--- config.mk ---
export PLATFORM = sky130hd
export DESIGN_NAME = load_store_unit_flat
export DESIGN_NICKNAME = d
export VERILOG_FILES = /design/src/rtl/load_store_unit_if.sv /design/src/rtl/load_store_unit.sv /design/src/flat_wrapper.sv
export SDC_FILE = /design/constraint.sdc
export NUM_CORES = 1
export LEC_CHECK = 0
export ABC_AREA = 1
export CAP_MARGIN = 10
export CELL_PAD_IN_SITES_DETAIL_PLACEMENT = 2
export CELL_PAD_IN_SITES_GLOBAL_PLACEMENT = 2
export CORE_UTILIZATION = 27
export DETAILED_ROUTE_END_ITERATION = 7
export PLACE_DENSITY_LB_ADDON = 0.1
export SETUP_SLACK_MARGIN = 0.1
export SLEW_MARGIN = 40
export SYNTH_ARGS = -nofsm -noshare
export SYNTH_HDL_FRONTEND = slang
export SYNTH_SLANG_ARGS = --single-unit
export TNS_END_PERCENT = 1
--- constraint.sdc ---
create_clock -name clk -period 3.5 [get_ports clk]
set_clock_uncertainty 0.05 [all_clocks]
set_input_delay 0.7 -clock clk [delete_from_list [all_inputs] [get_ports clk]]
set_output_delay 0.7 -clock clk [all_outputs]
set_load 0.02 [all_outputs]
--- src/rtl/load_store_unit_if.sv ---
// Request/response and data-memory bus bundle for the load/store unit.
// The master side is the LSU; the slave side is the execute stage plus the memory.
interface load_store_unit_if #(
  parameter int Width = 32
);
  logic             start;
  logic             is_store;
  logic [2:0]       funct3;
  logic [Width-1:0] byte_addr;
  logic [Width-1:0] store_data;
  logic             busy;
  logic             done;
  logic             err;
  logic [Width-1:0] load_data;
  logic             MemRead;
  logic             MemWrite;
  logic [Width-1:0] address;
  logic [Width-1:0] WriteData;
  logic [Width-1:0] ReadData;

  modport master (
    input  start, is_store, funct3, byte_addr, store_data, ReadData,
    output busy, done, err, load_data, MemRead, MemWrite, address, WriteData
  );

  modport slave (
    output start, is_store, funct3, byte_addr, store_data, ReadData,
    input  busy, done, err, load_data, MemRead, MemWrite, address, WriteData
  );
endinterface

--- src/rtl/load_store_unit.sv ---
// Sequential RV32I load/store initiator for a word-addressed data memory:
// sub-word load extraction with sign/zero extension, read-modify-write for SB/SH.
module load_store_unit #(
  parameter int Width = 32
) (
  input logic               clk,
  input logic               reset,
  load_store_unit_if.master bus
);
  typedef enum logic [2:0] {IDLE, READ, WRITE, DONE, ERR} state_t;

  state_t           state, state_nx;
  logic             req_store;
  logic [2:0]       req_f3;
  logic [1:0]       req_lane;
  logic [Width-1:0] req_data;
  logic [Width-1:0] address_q, write_data_q, load_data_q;
  logic             legal, misaligned, req_bad;

  function automatic logic [Width-1:0] extract(input logic [Width-1:0] w,
                                               input logic [2:0] f3,
                                               input logic [1:0] lane);
    logic [7:0]  b;
    logic [15:0] h;
    b = w[8*lane +: 8];
    h = w[16*lane[1] +: 16];
    case (f3[1:0])
      2'b00:   extract = {{(Width-8){b[7] & ~f3[2]}}, b};
      2'b01:   extract = {{(Width-16){h[15] & ~f3[2]}}, h};
      default: extract = w;
    endcase
  endfunction

  function automatic logic [Width-1:0] merge(input logic [Width-1:0] w,
                                             input logic [Width-1:0] d,
                                             input logic [2:0] f3,
                                             input logic [1:0] lane);
    merge = w;
    case (f3[1:0])
      2'b00:   merge[8*lane +: 8] = d[7:0];
      2'b01:   merge[16*lane[1] +: 16] = d[15:0];
      default: merge = d;
    endcase
  endfunction

  // Request decode looks at the live inputs; it only matters in the start cycle.
  always_comb begin
    if (bus.is_store) legal = bus.funct3 inside {3'b000, 3'b001, 3'b010};
    else              legal = bus.funct3 inside {3'b000, 3'b001, 3'b010, 3'b100, 3'b101};
    misaligned = (bus.funct3[1:0] == 2'b01 && bus.byte_addr[0]) ||
                 (bus.funct3[1:0] == 2'b10 && bus.byte_addr[1:0] != 2'b00);
    req_bad    = !legal || misaligned;
  end

  always_comb begin
    state_nx = state;
    case (state)
      IDLE: begin
        if (bus.start) begin
          if (req_bad)                                  state_nx = ERR;
          else if (bus.is_store && bus.funct3 == 3'b010) state_nx = WRITE;
          else                                          state_nx = READ;
        end
      end
      READ:    state_nx = req_store ? WRITE : DONE;
      WRITE:   state_nx = DONE;
      DONE:    state_nx = IDLE;
      ERR:     state_nx = IDLE;
      default: state_nx = IDLE;
    endcase
  end

  always_ff @(posedge clk) begin
    if (reset) begin
      state        <= IDLE;
      req_store    <= 1'b0;
      req_f3       <= '0;
      req_lane     <= '0;
      req_data     <= '0;
      address_q    <= '0;
      write_data_q <= '0;
      load_data_q  <= '0;
    end else begin
      state <= state_nx;
      if (state == IDLE && bus.start) begin
        req_store <= bus.is_store;
        req_f3    <= bus.funct3;
        req_lane  <= bus.byte_addr[1:0];
        req_data  <= bus.store_data;
        if (!req_bad) begin
          address_q <= {2'b00, bus.byte_addr[Width-1:2]};
          // SW skips the read, so its write word is ready at acceptance.
          if (bus.is_store) write_data_q <= bus.store_data;
        end
      end
      if (state == READ) begin
        if (req_store) write_data_q <= merge(bus.ReadData, req_data, req_f3, req_lane);
        else           load_data_q  <= extract(bus.ReadData, req_f3, req_lane);
      end
    end
  end

  // Strobes and status decode from the state register only.
  assign bus.busy      = (state != IDLE);
  assign bus.done      = (state == DONE) || (state == ERR);
  assign bus.err       = (state == ERR);
  assign bus.MemRead   = (state == READ);
  assign bus.MemWrite  = (state == WRITE);
  assign bus.address   = address_q;
  assign bus.WriteData = write_data_q;
  assign bus.load_data = load_data_q;
endmodule

--- src/flat_wrapper.sv ---
// flat-port wrapper written by rule: the top's interface ports become plain ports
module load_store_unit_flat 
#(
  parameter int Width = 32
)
  (clk, reset, bus_start, bus_is_store, bus_funct3, bus_byte_addr, bus_store_data, bus_ReadData, bus_busy, bus_done, bus_err, bus_load_data, bus_MemRead, bus_MemWrite, bus_address, bus_WriteData);
  load_store_unit_if #(.Width(Width)) bus_i ();
  input logic clk;
  input logic reset;
  input wire logic [$bits(bus_i.start)-1:0] bus_start;
  input wire logic [$bits(bus_i.is_store)-1:0] bus_is_store;
  input wire logic [$bits(bus_i.funct3)-1:0] bus_funct3;
  input wire logic [$bits(bus_i.byte_addr)-1:0] bus_byte_addr;
  input wire logic [$bits(bus_i.store_data)-1:0] bus_store_data;
  input wire logic [$bits(bus_i.ReadData)-1:0] bus_ReadData;
  output wire logic [$bits(bus_i.busy)-1:0] bus_busy;
  output wire logic [$bits(bus_i.done)-1:0] bus_done;
  output wire logic [$bits(bus_i.err)-1:0] bus_err;
  output wire logic [$bits(bus_i.load_data)-1:0] bus_load_data;
  output wire logic [$bits(bus_i.MemRead)-1:0] bus_MemRead;
  output wire logic [$bits(bus_i.MemWrite)-1:0] bus_MemWrite;
  output wire logic [$bits(bus_i.address)-1:0] bus_address;
  output wire logic [$bits(bus_i.WriteData)-1:0] bus_WriteData;
  assign bus_i.start = bus_start;
  assign bus_i.is_store = bus_is_store;
  assign bus_i.funct3 = bus_funct3;
  assign bus_i.byte_addr = bus_byte_addr;
  assign bus_i.store_data = bus_store_data;
  assign bus_i.ReadData = bus_ReadData;
  assign bus_busy = bus_i.busy;
  assign bus_done = bus_i.done;
  assign bus_err = bus_i.err;
  assign bus_load_data = bus_i.load_data;
  assign bus_MemRead = bus_i.MemRead;
  assign bus_MemWrite = bus_i.MemWrite;
  assign bus_address = bus_i.address;
  assign bus_WriteData = bus_i.WriteData;
  load_store_unit #(.Width(Width)) u_core (.clk(clk), .reset(reset), .bus(bus_i));
endmodule
After elaboration in Yosys (flattened, before gate mapping)
Index checks and enable logic that the tools add are counted.
Widths: inputs -> output; s select.
{"block": "word_totals", "word_cells": 65, "register_bits": 135, "in_bits": 103}
{"block": "op_classes", "bitwise_logic": 5, "reduce_logical": 17, "n_eq_ne": 12, "addsub": 2, "shifts": 6, "muxes": 15}
{"operator": "$mux 32", "n": 5}
{"operator": "$pmux 32 s2", "n": 2}
{"operator": "$neg 5->34", "n": 2}
{"operator": "$bwmux 32", "n": 2}
{"operator": "$shift 16x34->32 const A", "n": 1}
{"operator": "$shift 8x34->32 const A", "n": 1}
{"operator": "$shiftx 16x34->32", "n": 1}
{"operator": "$shiftx 8x34->32", "n": 1}
{"operator": "$shiftx 32x6->16", "n": 1}
{"operator": "$shiftx 32x6->8", "n": 1}
{"operator": "$eq 3x2->1 const B", "n": 3}
{"operator": "$eq 3x3->1 const B", "n": 3}
{"operator": "$pmux 3 s3", "n": 1}
{"operator": "$eq 3x1->1 const B", "n": 2}
{"operator": "$logic_not 3->1", "n": 2}
{"operator": "$mux 3", "n": 2}
{"operator": "$reduce_bool 3->1", "n": 2}
{"operator": "$reduce_bool 5->1", "n": 1}
{"operator": "$eq 2x1->1 const B", "n": 2}
{"operator": "$logic_and 1x1->1", "n": 4}
{"operator": "$reduce_and 2->1", "n": 2}
{"operator": "$logic_or 1x1->1", "n": 3}
{"operator": "$not 1->1", "n": 3}
{"operator": "$and 1x1->1", "n": 2}
{"operator": "other kinds (7)", "n": 8}

Logic depth before layout (Yosys ltp)
Gate-level depths: netlist (run 1).
{"block": "logic_depth", "word_depth": 9, "ltp_mapped": 11, "mapped_depth_nobuf": 10}

Worst setup path before layout (run 1)
Ideal clock, no wire load.
{"block": "synth_timing", "path_kind": "register to register", "start": "register u_core.req_lane[1]", "end": "register u_core.write_data_q[14], in the netlist u_core.bus.WriteData[14]", "arrival_ns": 1.781, "path_stages_with_launch": 11, "slack_ns": 1.613, "t_required_ns": 3.394, "cell_sequence": "dfxtp_1 -> inv_2 -> clkbuf_1 -> ha_1 -> buf_1 -> nand2_1 -> o22ai_1 -> nand2_1 -> a21oi_1 -> nand2_1 -> inv_1"}
{"block": "synth_via", "elab_chain_cells": 6, "word_cells_on_any_way": 11, "classes_between": "add/sub (2); shift (4); mux (5)"}
{"element": "from (decl)", "line_no": "load_store_unit.sv:15", "rtl": "logic [1:0] req_lane;"}
{"element": "from (signal assigned)", "line_no": "load_store_unit.sv:88", "rtl": "req_lane <= bus.byte_addr[1:0];"}
{"element": "$neg 5->34, on equally long branches", "line_no": "load_store_unit.sv:41, load_store_unit.sv:40"}
{"element": "$shiftx 16x34->32 (tied with other cells)", "line_no": "load_store_unit.sv:41", "rtl": "2'b01: merge[16*lane[1] +: 16] = d[15:0];"}
{"element": "$bwmux 32, on equally long branches", "line_no": "load_store_unit.sv:41, load_store_unit.sv:40"}
{"element": "$pmux 32 s2 *", "line_no": "load_store_unit.sv:39", "rtl": "case (f3[1:0])"}
{"element": "$mux 32 *", "line_no": "load_store_unit.sv:97", "rtl": "if (req_store) write_data_q <= merge(bus.ReadData, req_data, req_f3, req_lane);"}
{"element": "$mux 32 *", "line_no": "load_store_unit.sv:96", "rtl": "if (state == READ) begin"}
{"element": "to (signal assigned)", "line_no": "load_store_unit.sv:93", "rtl": "if (bus.is_store) write_data_q <= bus.store_data;"}
{"element": "to (signal assigned)", "line_no": "load_store_unit.sv:97"}
{"element": "to (decl)", "line_no": "load_store_unit.sv:17", "rtl": "logic [Width-1:0] address_q, write_data_q, load_data_q;"}
Every way passes the cells marked *; elsewhere a longest branch is shown, timed or not.
A chain may end at the register's enable or synchronous reset.

Worst setup path after layout (run 1)
{"block": "layout_timing", "start": "input port bus_start", "end": "register u_core.write_data_q[30], in the netlist u_core.bus.WriteData[30]"}
{"block": "layout_via", "elab_chain_cells": 4}
{"element": "from (decl)", "line_no": "flat_wrapper.sv:10", "rtl": "input wire logic [$bits(bus_i.start)-1:0] bus_start;"}
{"element": "$logic_and 1x1->1 *", "line_no": "load_store_unit.sv:85", "rtl": "if (state == IDLE && bus.start) begin"}
{"element": "$mux 32 *", "line_no": "load_store_unit.sv:85"}
{"element": "$mux 32", "line_no": "load_store_unit.sv:97"}
{"element": "$mux 32 *", "line_no": "load_store_unit.sv:96"}
Marks and branches as above.

==> flow_metrics.env, run 1 <==
export IMPL_worstPathCellList="clkdlybuf4s50_1, buf_4, nand4_4, nor2_2, clkinv_1, nand2_1, nand3_1, nand2_1, inv_1"
export IMPL_synth_distinct_cells=33
export IMPL_cts_max_level=4
export IMPL_avgRoutedWirePerCell_um=19.1
export IMPL_startpoint="bus_start"
export IMPL_layout_common_cells="nand2_1, clkdlybuf4s50_1, dfxtp_1, a21oi_1, nor2_1"
export IMPL_synth_top_area_cell="dfxtp_1"
export IMPL_hp_class="register to register"
export IMPL_max_freq_mhz=377
export IMPL_synth_adder_area_share_pct=0.858
export IMPL_whs_ns=0.422
export IMPL_crit_top_cell="nand2_1"
export IMPL_ys_seq_area_share_pct=37.1
export IMPL_slew_violations=0
export IMPL_stdcell_count=1653
export IMPL_yosys_register_bits=135
export IMPL_cp_start_kind="primary input"
export IMPL_cts_max_path_buffers=2
export IMPL_synth_xor_xnor_area_share_pct=0
export IMPL_drc=11
export IMPL_fin_util_pct=38.3
export IMPL_clk_latency_ns=0.44
export IMPL_diodes=0
export IMPL_cts_resized=0
export IMPL_status="finished with violations"
export IMPL_rows=59
export IMPL_leakagePower_nw=4.27
export IMPL_grt_use_total_pct=22.8
export IMPL_crit_path_end_kind="register"
export IMPL_cts_sinks=135
export IMPL_synth_compound_area_share_pct=19.5
export IMPL_path_class="primary input to register"
export IMPL_cts_root_buf="clkbuf_16"
export IMPL_holdPathStages=2
export IMPL_core_area_um2=26300
export IMPL_die_height_um=166
export IMPL_regToRegStartpoint="u_core.req_lane[1]"
export IMPL_area_growth_syn_to_layout_pct=38.2
export IMPL_synthCells=1142
export IMPL_reg2reg_depth=10
export IMPL_dieArea_um2=27700
export IMPL_tns_ns=0
export IMPL_place_inst=1621
export IMPL_grt_pass1_vias=8723
export IMPL_power_density_nw_per_um2=488
export IMPL_synth_simple_area_share_pct=32.3
export IMPL_cts_setup_buffers=0
export IMPL_synth_top_area_share_pct=37.1
export IMPL_final_common_cell="nand2_1"
export IMPL_grt_pass1_wl_mm=49.3
export IMPL_layout_nets=1413
export IMPL_hpwlAfterDp_mm=22.8
export IMPL_cts_hold_buf=0
export IMPL_hold_path_endpoint="u_core.bus.load_data[15]"
export IMPL_gp_congestion=0.802
export IMPL_synth_top_family_by_area="simple AND/OR/NAND/NOR gates"
export IMPL_tightest_slew_ns=0.730
export IMPL_ant_nets=0
export IMPL_drtIter0Drc=357
export IMPL_clk_pin_slew_ns=0.06
export IMPL_cp_required_ns=3.78
export IMPL_maxSlewHeadroom_pct=51.0
export IMPL_cp_slowest_cell="clkinv_1"
export IMPL_io_pins=204
export IMPL_crit_buf_inv=4
export IMPL_cts_made_buffers=17
export IMPL_portBuffers=201
export IMPL_start_util_pct=27.7
export IMPL_worstSetupPathDepth=9
export IMPL_antenna_found_initial=0
export IMPL_yosys_warnings=0
export IMPL_path_delay_family="buffers and inverters"
export IMPL_rr_endpoint="u_core.bus.WriteData[7]"
export IMPL_arrival_ns=2.93
export IMPL_vias=8199
export IMPL_firstDrtPassIters=6
export IMPL_fillCellCount=3145
export IMPL_min_from="u_core.bus.load_data[15]"
export IMPL_maxCapViolations=0
export IMPL_finalCriticalPeriod_ns=2.65
export IMPL_vias_per_cell=4.96
export IMPL_synth_mux_area_fraction_pct=0
export IMPL_die_w_um=166
export IMPL_vdd_drop_max_v=0.000238
export IMPL_cts_tree="yes"
export IMPL_synth_area_leaders="dfxtp_1, nand2_1, a21oi_1"
export IMPL_finalSetupViolCount=0
export IMPL_post_route_period_util_pct=75.7
export IMPL_violations="DRC"
export IMPL_drive_above_1_share_pct=6.68
export IMPL_routed_wl_mm=31.5
export IMPL_grt_overflow=0
export IMPL_synth_avg_cell_area_um2=6.38
export IMPL_cp_max_fo=28
export IMPL_grt_max_degree=58
export IMPL_place_area_um2=9450
export IMPL_syn_area_um2=7290
export IMPL_r2r_setup_slack_ns=1.15
export IMPL_rsz0062_at_grt="false"
export IMPL_cpPeakStageDelay_ns=0.58
export IMPL_fin_area_um2=10100
export IMPL_hold_viol=0
[power by group]
part	switching, mW	internal, mW
clock network	0.813	1.16
registers	0.0916	1.66
logic	0.754	0.442
total	1.66	3.26
[sequential cells by signal, indices dropped and copies added, names as in the netlist]
signal and flops:
u_core.bus.WriteData 32, u_core.bus.load_data 32, u_core.req_data 32, u_core.bus.address 30, u_core.req_f3 3, u_core.state 3
u_core.req_lane 2, u_core.req_store 1
[stage by stage]
stage	worst slack (ns)	total power, mW
final	0.850	4.92
after global placement	0.674	2.96
after CTS	0.818	4.97
after detailed placement	0.687	2.98
after global routing	0.602	5.14
after floorplan	1.61	2.45
[area by class of cell]
| cell class | instances | area, um2 | area share [%] |
|---|---|---|---|
| Clock buffer | 18 | 439 | 4.36 |
| Tap cell | 335 | 419 | 4.16 |
| Inverter | 93 | 350 | 3.48 |
| Clock inverter | 14 | 185 | 1.84 |
| Sequential cell | 135 | 2700 | 26.8 |
| Multi-Input combinational cell | 841 | 3850 | 38.2 |
| Timing Repair Buffer | 217 | 2130 | 21.1 |
[worst max path at each step]
stage                                     to  slack [ns]
finish              u_core.bus.WriteData[30]        0.85
global route        u_core.bus.WriteData[20]        0.60
CTS                              bus_MemRead        0.82
detailed placement  u_core.bus.WriteData[31]        0.69
global placement      u_core.bus.address[13]        0.67
floorplan           u_core.bus.WriteData[14]        1.61
[metal layers]
metal,share of wire (%),global-route usage (%)
met1,45,27.9
met2,49,40.2
met3,4.1,4.39
met4,1.9,6.96
met5,0,0
[cells by family (layout without fill, tap and decap cells)]
kind of cell	after synthesis	count (layout)
AOI/OAI and AO/OA	263	263
adders and majority gates	5	5
other	1	2
buffers and inverters	167	342
DFF	135	135
and+or+nand+nor	571	571
[worst min-delay path, cell delays in order, from the launching register on]
cell     delay, ns
dfxtp_1       0.31
nand2_1       0.06
a21oi_1       0.06
[cells in the mapped netlist]
cell type  instances
a211oi_1           1
dfxtp_1          135
nand3_1           72
buf_4             10
o22ai_1           16
o21ai_1            7
nand4_1           10
nor2_4             4
and2_1             1
buf_1              5
inv_2              8
buf_6              6
a21oi_2           11
o21ai_4            1
nor2_2             2
nand4_4            1
ha_1               5
inv_1             82
clkinv_1           3
o21bai_1           3
o211ai_1           7
nand2_2            5
buf_2             25
clkbuf_1          28
a22oi_1            3
o21ai_0           94
nand3_2            1
nor2_1           120
nand2_1          349
a21oi_1          120
nor3_1             5
nor2_8             1
conb_1             1
Power figures use the tool's default switching activity.
==> run 2: changes to the inputs <==
Settings changed: CORE_UTILIZATION 27 to 25.
Clock period 3.5 ns to 2.62 ns, I/O delays scaled along.
==> run 2 against run 1 <==
The run now ends clean. Sequential cell count unchanged. Global-route usage fell by 1.2 points. First-iteration DRC count up 14%. Combinational power up 40%. Critical path depth down 4. Utilization decreased by 2.5 points. Sequential power grew 33%. Critical path type is now register to output pin. Largest power group unchanged.
==> flow_metrics.env, run 2 (synthesized netlist as in run 1, its figures left out) <==
export IMPL_status="completed"
export IMPL_routed_wl_mm=32.0
export IMPL_fillCellCount=3473
export IMPL_routed_wl_met2_mm=15.8
export IMPL_cts_root_buf="clkbuf_16"
export IMPL_hp_class="register to register"
export IMPL_hold_viol=0
export IMPL_antenna_found_initial=0
export IMPL_leakagePower_nw=4.37
export IMPL_vdd_drop_max_v=0.000319
export IMPL_drt_met1_wl_mm=14.2
export IMPL_ant_nets=0
export IMPL_portBuffers=201
export IMPL_diodes=0
export IMPL_cp_max_fo=3
export IMPL_firstDrtPassIters=4
export IMPL_hpwlAfterDp_mm=23.6
export IMPL_drc=0
export IMPL_post_place_ws_ns=0.249
export IMPL_dieArea_um2=29800
export IMPL_power_density_nw_per_um2=627
export IMPL_cp_required_ns=2.05
export IMPL_cts_max_path_buffers=2
export IMPL_slew_violations=0
export IMPL_rows=62
export IMPL_met3_wirelength_mm=1.42
export IMPL_arrival_ns=1.87
export IMPL_vias_per_cell=4.81
export IMPL_io_pins=204
export IMPL_tns_ns=0
export IMPL_layout_common_cells="nand2_1, clkdlybuf4s50_1, dfxtp_1, a21oi_1, nor2_1"
export IMPL_path_class="register to output pin"
export IMPL_grt_overflow=0
export IMPL_finalCriticalPeriod_ns=2.44
export IMPL_cts_made_buffers=17
export IMPL_grt_use_total_pct=21.6
export IMPL_tightest_slew_ns=0.728
export IMPL_avgRoutedWirePerCell_um=18.5
export IMPL_vias=8284
export IMPL_post_route_period_util_pct=93.3
export IMPL_grt_pass1_wl_mm=50.7
export IMPL_clk_latency_ns=0.43
export IMPL_clk_pin_slew_ns=0.07
export IMPL_crit_path_end_kind="output pin"
export IMPL_core_area_um2=28700
export IMPL_die_height_um=173
export IMPL_die_w_um=173
export IMPL_start_util_pct=25.4
export IMPL_setup_ws_ns=0.176
export IMPL_grt_max_degree=63
export IMPL_max_freq_mhz=409
export IMPL_maxCapViolations=0
export IMPL_top_layer="met4"
export IMPL_cts_sinks=135
export IMPL_finalSetupViolCount=0
export IMPL_grt_pass1_vias=8999
export IMPL_gp_congestion=0.796
export IMPL_drive_above_1_share_pct=7.92
export IMPL_maxSlewHeadroom_pct=51.4
export IMPL_area_growth_syn_to_layout_pct=41.3
export IMPL_cp_start_kind="register"
export IMPL_layout_nets=1434
export IMPL_cts_tree="yes"
export IMPL_drtIter0Drc=406
export IMPL_rsz0062_at_grt="true"
export IMPL_final_common_cell="nand2_1"
export IMPL_cts_max_level=4
export IMPL_r2r_setup_slack_ns=0.46
[run 2: cell types whose count changed in the layout (fill, tap and decap cells not counted), sizes merged]
cell	before	now
buf	17	38
bufinv	3	2
clkdlybuf4s50	200	198
clkinv	7	8
clkinvlp	1	4
dlygate4sd2	0	1
dlymetal6s2s	0	1
inv	96	93
[run 2: what timing repair did]
| action | CTS | global route |
|---|---|---|
| setup buffers | 0 | 0 |
| hold buffers | 0 | 0 |
| pin swaps | 0 | 0 |
| endpoints found under the setup margin | 1 | 2 |
| gates resized for setup | 1 | 1 |
[run 2: final timing paths]
kind / start / to / cells after the start
max reg2reg: u_core.req_lane[1] / u_core.bus.WriteData[15] / 9
min: u_core.req_data[22] / u_core.req_data[22] / 2
max: u_core.state[0] / bus_MemRead / 5
min reg2reg: u_core.req_data[22] / u_core.req_data[22] / 2
[run 2: metrics by stage]
stage | util (%) | power [mW] | hold WS, ns | cell area, um2 | cells
detailed placement | 33.9 | 4.06 | 0.413 | 9720 | 1691
global placement | 33.9 | 4.03 | 0.407 | 9720 | 1691
finish | 35.9 | 6.46 | 0.422 | 10300 | 1723
CTS | 35.9 | 6.56 | 0.425 | 10300 | 1723
global route | 35.9 | 6.79 | 0.442 | 10300 | 1723
floorplan | - | 3.27 | 0.395 | 7290 | 1143
[run 2: worst max-delay path, stage by stage, from the launching register on]
cell             delay [ns]
dfxtp_1                0.42
inv_1                  0.08
nor2_2                 0.11
nand2_2                0.11
inv_1                  0.10
clkdlybuf4s50_1        0.62
[run 2: layout make-up]
cell class | count | area (um2) | area share (%)
inverter | 93 | 349 | 3.39
timing repair buffer | 238 | 2340 | 22.7
tap | 384 | 480 | 4.67
clock buffer | 18 | 429 | 4.17
sequential | 135 | 2700 | 26.3
multi-input combinational | 841 | 3850 | 37.4
clock inverter | 14 | 149 | 1.45
[run 2: power breakdown]
group,switching [mW],internal [mW]
sequential,0.111,2.21
combinational,1.03,0.649
clock,1.04,1.41
[run 2: routing by layer]
metal | up-vias | track usage (%)
met5 | - | 0
met2 | 169 | 38.3
met3 | 27 | 4.38
met1 | 4042 | 26.4
met4 | 0 | 5.60
li1 | 4046 | -
==> run 3: changes to the inputs <==
--- a/config.mk
+++ b/config.mk
@@ -7,3 +7,2 @@
 export LEC_CHECK = 0
-export ABC_AREA = 1
 export CAP_MARGIN = 10
@@ -11,3 +10,4 @@
 export CELL_PAD_IN_SITES_GLOBAL_PLACEMENT = 2
-export CORE_UTILIZATION = 25
+export CORE_UTILIZATION = 26
+export CTS_BUF_LIST = sky130_fd_sc_hd__clkbuf_16
 export DETAILED_ROUTE_END_ITERATION = 7
==> constraint.sdc (replaced) <==
create_clock -name clk -period 2.62 [get_ports clk]
set_clock_uncertainty 0.05 [all_clocks]
set_input_delay 0.262 -clock clk [delete_from_list [all_inputs] [get_ports clk]]
set_output_delay 0.262 -clock clk [all_outputs]
set_load 0.02 [all_outputs]
==> run 3 against run 2 <==
Sequential power increased by 3%. Synthesized cell count decreased by 28%. Setup slack improved by 0.0054 ns. Hold slack worse by 0.081 ns.
==> flow_metrics.env, run 3 <==
export IMPL_hpwlAfterDp_mm=20.3
export IMPL_cts_max_path_buffers=2
export IMPL_layout_nets=1110
export IMPL_diodes=0
export IMPL_synth_most_common_cell="nand2_1"
export IMPL_synth_avg_cell_area_um2=8.02
export IMPL_r2r_setup_slack_ns=0.39
export IMPL_cts_sinks=135
export IMPL_maxCapViolations=0
export IMPL_die_height_um=161
export IMPL_gp_congestion=0.792
export IMPL_firstDrtPassIters=4
export IMPL_cts_made_buffers=17
export IMPL_multi_input_area_um2=3600
export IMPL_max_freq_mhz=410
export IMPL_vias_per_cell=5.18
export IMPL_synthCells=824
export IMPL_area_growth_syn_to_layout_pct=45.1
export IMPL_final_common_cell="clkdlybuf4s50_1"
export IMPL_rows=57
export IMPL_cts_tree="yes"
export IMPL_cp_slowest_cell="dfxtp_1"
export IMPL_synth_area_leaders="dfxtp_1, nand2_1, a21oi_1"
export IMPL_ant_nets=0
export IMPL_dieArea_um2=26100
export IMPL_synth_top_area_cell="dfxtp_1"
export IMPL_die_w_um=161
export IMPL_crit_buf_inv=1
export IMPL_synth_top_area_share_pct=40.9
export IMPL_syn_area_um2=6610
export IMPL_synth_main_ff_cell="dfxtp_1"
export IMPL_cpPeakStageDelay_ns=0.65
export IMPL_path_class="register to output pin"
export IMPL_io_pins=204
export IMPL_routed_wl_mm=28.5
export IMPL_arrival_ns=2.13
export IMPL_grt_overflow=0
export IMPL_clk_latency_ns=0.42
export IMPL_cp_required_ns=2.31
export IMPL_fillCellCount=2754
export IMPL_crit_path_end_kind="output pin"
export IMPL_avgRoutedWirePerCell_um=21.3
export IMPL_tns_ns=0
export IMPL_grt_pass1_vias=7379
export IMPL_worstPathCellList="nor3b_1, nand2b_1, clkdlybuf4s50_1"
export IMPL_async_reset_ff_share_pct=0
export IMPL_finalSetupViolCount=0
export IMPL_rsz0062_at_grt="false"
export IMPL_yosys_warnings=0
export IMPL_grt_use_total_pct=22.3
export IMPL_setup_ws_ns=0.182
export IMPL_drtIter0Drc=281
export IMPL_tightest_slew_ns=0.747
export IMPL_vias=6928
export IMPL_grt_pass1_wl_mm=44.2
export IMPL_core_area_um2=24600
export IMPL_layout_common_cells="clkdlybuf4s50_1, nand2_1, dfxtp_1, a21oi_1, nor2_1"
export IMPL_clk_pin_slew_ns=0.07
export IMPL_path_delay_family="flip-flops"
export IMPL_ys_seq_area_share_pct=40.9
export IMPL_power_density_nw_per_um2=662
export IMPL_slew_violations=0
export IMPL_synth_edff_count=0
export IMPL_cts_max_level=4
export IMPL_drive_above_1_share_pct=10.4
export IMPL_hp_class="primary input to register"
export IMPL_hold_viol=0
export IMPL_synth_distinct_cells=57
export IMPL_synthTopCellsByCount="nand2_1, dfxtp_1, a21oi_1"
export IMPL_portBuffers=201
export IMPL_drc=0
export IMPL_yosys_register_bits=135
export IMPL_cts_root_buf="clkbuf_16"
export IMPL_status="completed"
export IMPL_maxSlewHeadroom_pct=49.5
export IMPL_vdd_drop_max_v=0.000344
export IMPL_leakagePower_nw=3.43
export IMPL_grt_max_degree=78
export IMPL_post_route_period_util_pct=93.1
export IMPL_antenna_found_initial=1
export IMPL_finalCriticalPeriod_ns=2.44
export IMPL_post_place_ws_ns=0.239
export IMPL_cp_max_fo=10
export IMPL_cp_start_kind="register"
export IMPL_start_util_pct=26.9
export IMPL_register_area_um2=2710
[run 3: path summary, 6_finish.rpt]
kind | start | end | cells after the start
setup / recovery | u_core.state[2] | bus_done | 3
hold / removal | bus_byte_addr[2] | u_core.bus.address[0] | 3
setup reg to reg | u_core.req_f3[0] | u_core.bus.WriteData[17] | 4
hold reg to reg | u_core.bus.address[4] | u_core.bus.address[4] | 2
[run 3: cell families (layout without fill, tap and decap cells)]
kind of cell	Yosys count	after routing	share of synthesized area, %
AND/OR/NAND/NOR	336	336	23.1
AO/OA/AOI/OAI	243	243	24.9
flip-flops	135	135	40.9
buffers and inverters	82	271	5.21
multiplexers	22	22	4.85
adder cells (fa/ha/maj)	5	5	0.947
other	1	2	0.0568
[run 3: metal layers]
layer | GRT usage (%) | vias up | part of all wire, % | wire length, um
met1 | 28.0 | 3419 | 44 | 12700
met4 | 6.73 | 0 | 2.0 | 569
li1 | - | 3306 | - | -
met2 | 37.3 | 172 | 48 | 13700
met5 | 0 | - | 0 | 0
met3 | 5.78 | 31 | 5.7 | 1630
[run 3: worst min-delay path, cell delays in order]
cell             delay [ns]
clkdlybuf4s50_1        0.40
nand3_1                0.06
a21oi_1                0.05
[run 3: per-stage QoR]
| stage | power (mW) | utilization, % | hold WS, ns | instance area [um2] | cells |
|---|---|---|---|---|---|
| 2_1_floorplan | 3.28 | - | 0.348 | 6610 | 825 |
| 3_3_place_gp | 4.06 | 36.7 | 0.391 | 9020 | 1306 |
| 3_5_place_dp | 4.09 | 36.7 | 0.403 | 9020 | 1306 |
| 4_1_cts | 6.45 | 39.0 | 0.324 | 9590 | 1338 |
| 5_1_grt | 6.66 | 39.0 | 0.346 | 9590 | 1338 |
| 6_report | 6.35 | 39.0 | 0.342 | 9590 | 1338 |
[run 3: area by class of cell]
| cell class | count | area share, % |
|---|---|---|
| timing repair buffer | 234 | 24.0 |
| sequential | 135 | 28.2 |
| inverter | 6 | 0.235 |
| clock inverter | 14 | 1.34 |
| tap | 324 | 4.23 |
| clock buffer | 17 | 4.44 |
| multi-input combinational | 608 | 37.6 |
[run 3: what timing repair did]
action	in CTS	in global routing
hold buffers	1	0
setup endpoints to repair	1	0
endpoints found under the hold margin	1	0
gates resized for setup	1	0
buffers inserted	0	0
[run 3: report_power, final]
group          internal [mW]  switching, mW
Combinational          0.715          0.917
Sequential              2.24          0.166
Clock                   1.31           1.00
Total                   4.26           2.09
==> RTL edit, RTL diff (config.mk and constraints of run 3) <==
`Width` is set to 32 in 3 places; all go to 48.
--- a/src/rtl/load_store_unit_if.sv
+++ b/src/rtl/load_store_unit_if.sv
@@ -1,7 +1,7 @@
 // Request/response and data-memory bus bundle for the load/store unit.
 // The master side is the LSU; the slave side is the execute stage plus the memory.
 interface load_store_unit_if #(
-  parameter int Width = 32
+  parameter int Width = 48
 );
   logic             start;
   logic             is_store;
--- a/src/rtl/load_store_unit.sv
+++ b/src/rtl/load_store_unit.sv
@@ -1,7 +1,7 @@
 // Sequential RV32I load/store initiator for a word-addressed data memory:
 // sub-word load extraction with sign/zero extension, read-modify-write for SB/SH.
 module load_store_unit #(
-  parameter int Width = 32
+  parameter int Width = 48
 ) (
   input logic               clk,
   input logic               reset,
--- a/src/flat_wrapper.sv
+++ b/src/flat_wrapper.sv
@@ -1,7 +1,7 @@
 // flat-port wrapper written by rule: the top's interface ports become plain ports
 module load_store_unit_flat 
 #(
-  parameter int Width = 32
+  parameter int Width = 48
 )
   (clk, reset, bus_start, bus_is_store, bus_funct3, bus_byte_addr, bus_store_data, bus_ReadData, bus_busy, bus_done, bus_err, bus_load_data, bus_MemRead, bus_MemWrite, bus_address, bus_WriteData);
   load_store_unit_if #(.Width(Width)) bus_i ();
Interface: changed (6 resized); port bits go from 204 to 300. No check against the original RTL was run, so the function may have changed too.
==> RTL edit against run 3 <==
- worst setup slack gained 0.058 ns
- sequential cell count up 64
- routed wire length grew 41%
- final area grew 38%
- final cell count is 38% higher
- area after synthesis up 39%
- fmax rose by 2.4%
- synthesized cell count up 38%
- total power up 28%
- via count rose by 38%
- sequential share of layout area rose by 1.8 points
- core utilization is 0.73 points lower
==> RTL edit: results (changes against run 3) <==
Run status
  • Status: finished, final reports clean

Logic synthesis
  • Post-synth EDFFs: 0 (unchanged)
  • Async SR Flop Fraction: 0% (unchanged)
  • Count of cell types in the netlist: 49 (-14%)
  • Post-synthesis mux area share: 3.57% (-1.3 points)
  • Ys Warns: 0 (unchanged)
  • Most common library cells after synthesis: nand2_1 (266), dfxtp_1 (199), a21oi_1 (137), nor2_1 (72), a211oi_1 (70)
  • Compound-cell area share of the yosys netlist: 22.8% (-2.2 points)
  • Sequential share of the synthesized area: 43.2% (+2.3 points)
  • Post-synthesis xor/xnor area fraction: 0% (unchanged)
  • Post-Synth Adder-Cell Area: 0.815% (-0.13 points)
  • Synth area leaders: dfxtp_1 (43%), nand2_1 (11%), a21oi_1 (7.4%), a211oi_1 (5.7%), nor2_1 (2.9%)

Worst setup path
  • FF-to-FF setup slack: 0.24 ns (-0.15 ns)
  • CP peak stage delay: 0.53 ns (-0.12 ns)
  • Crit-path max FO: 11 (+1)
  • Delay-heaviest family, CP: simple AND/OR/NAND/NOR gates
  • CP arrival: 2.67 ns (+0.54 ns)
  • Critical Path End: u_core.bus.WriteData[8]
  • CP max-delay cell: nor3_2
  • Startpoint types: register
  • Worst r2r src: u_core.req_lane[1]
  • R2R depth: 7 (+3)

Detailed routing
  • DRT Pass-1 Iters: 5 (+1)
  • DR iter-0 viols: 447 (+59%)
  • Via count: 9549 (+38%)
  • Routed Wire Length: 40300 um (+41%)

Clock tree
  • Worst-path clk slew: 0.08 ns
  • Clock buffer depth: 2 (unchanged)
  • H-tree depth: 4 (unchanged)
  • Postcts setup bufs: 0 (unchanged)
  • Num CTS Buffers: 17 (unchanged)
  • Clk Latency, worst-skew pair: 0.45 ns (+0.03 ns)
  • Clock root buffer: clkbuf_16

Power and ir drop
  • Pleak: 0.00454 uW (+32%)
  • Worst VDD drop: 0.451 mV (+31%)

Cells and area
  • Share of cells above drive strength 1: 6.87% (-3.5 points)
  • Fillers: 3877 (+41%)
  • Fin nets: 1541 (+39%)
  • Antenna diodes: 0 (unchanged)

Timing
  • Max_slew headroom: 42.1% (-7.4 points)

Place
  • DP Area: 0.0127 mm2 (+41%)
  • Buffers on Ports: 297 (+48%)
  • Gpl congestion: 0.786 (-0.78%)
  • Dpl hpwl: 27800 um (+37%)

Global route
  • Total Routing Usage GR: 22.4% (+0.047 points)
  • Pin count of the biggest net entering global routing: 67 (-14%)
  • Initial antenna violation count: 1 (unchanged)
  • Vias in the first global route: 10200 (+39%)
  • First-pass GRT wire length: 61400 um (+39%)

Hold path
  • Hold/Removal Path Class: primary input to register
  • Hold_sp: reset
## RTL edit: how the worst min path moves through the flow
stage / endpoint / slack (ns) / depth (start not counted)
after floorplan: u_core.req_data[16] / 0.35 / 2
after global placement: u_core.bus.address[42] / 0.39 / 2
after detailed placement: u_core.bus.address[4] / 0.40 / 2
after CTS: u_core.req_data[31] / 0.19 / 2
after global routing: u_core.req_data[24] / 0.20 / 2
final: u_core.req_data[31] / 0.19 / 2
## RTL edit: metal layers
| metal | GRT usage [%] | part of all wire, % | up-vias |
|---|---|---|---|
| met4 | 6.15 | 1.6 | 2 |
| met5 | 0 | 0.030 | - |
| li1 | - | - | 4551 |
| met2 | 38.0 | 49 | 231 |
| met1 | 27.1 | 43 | 4733 |
| met3 | 6.79 | 6.2 | 32 |
## RTL edit: layout make-up
type	count	area [um2]	share of cell area, %
Inverter	4	15.0	0.113
Timing Repair Buffer	334	3390	25.5
Multi-Input combinational cell	828	4750	35.8
Clock inverter	15	138	1.04
Clock buffer	17	425	3.20
Tap cell	455	569	4.29
Sequential cell	199	3990	30.0
## RTL edit: where the power goes
group          internal, uW  switching [uW]  total, uW
Combinational           886            1140       2020
Clock                  1390            1250       2640
Sequential             3250             193       3450
Total                  5530            2570       8110
## RTL edit: per-stage QoR
stage	total power (uW)	worst slack, ns	cells
2_1_floorplan	4510	0.240	1138
3_3_place_gp	5510	0.162	1820
3_5_place_dp	5550	0.114	1820
4_1_cts	8240	0.209	1852
5_1_grt	8490	0.0969	1852
6_report	8110	0.240	1852
## RTL edit: what timing repair did
| item | 4_1_cts | 5_1_grt |
|---|---|---|
| hold buffers | 0 | 0 |
| setup endpoints to repair | 1 | 2 |
| cloned | 0 | 0 |
| gates resized for setup | 1 | 2 |
| hold endpoints to repair | 0 | 0 |
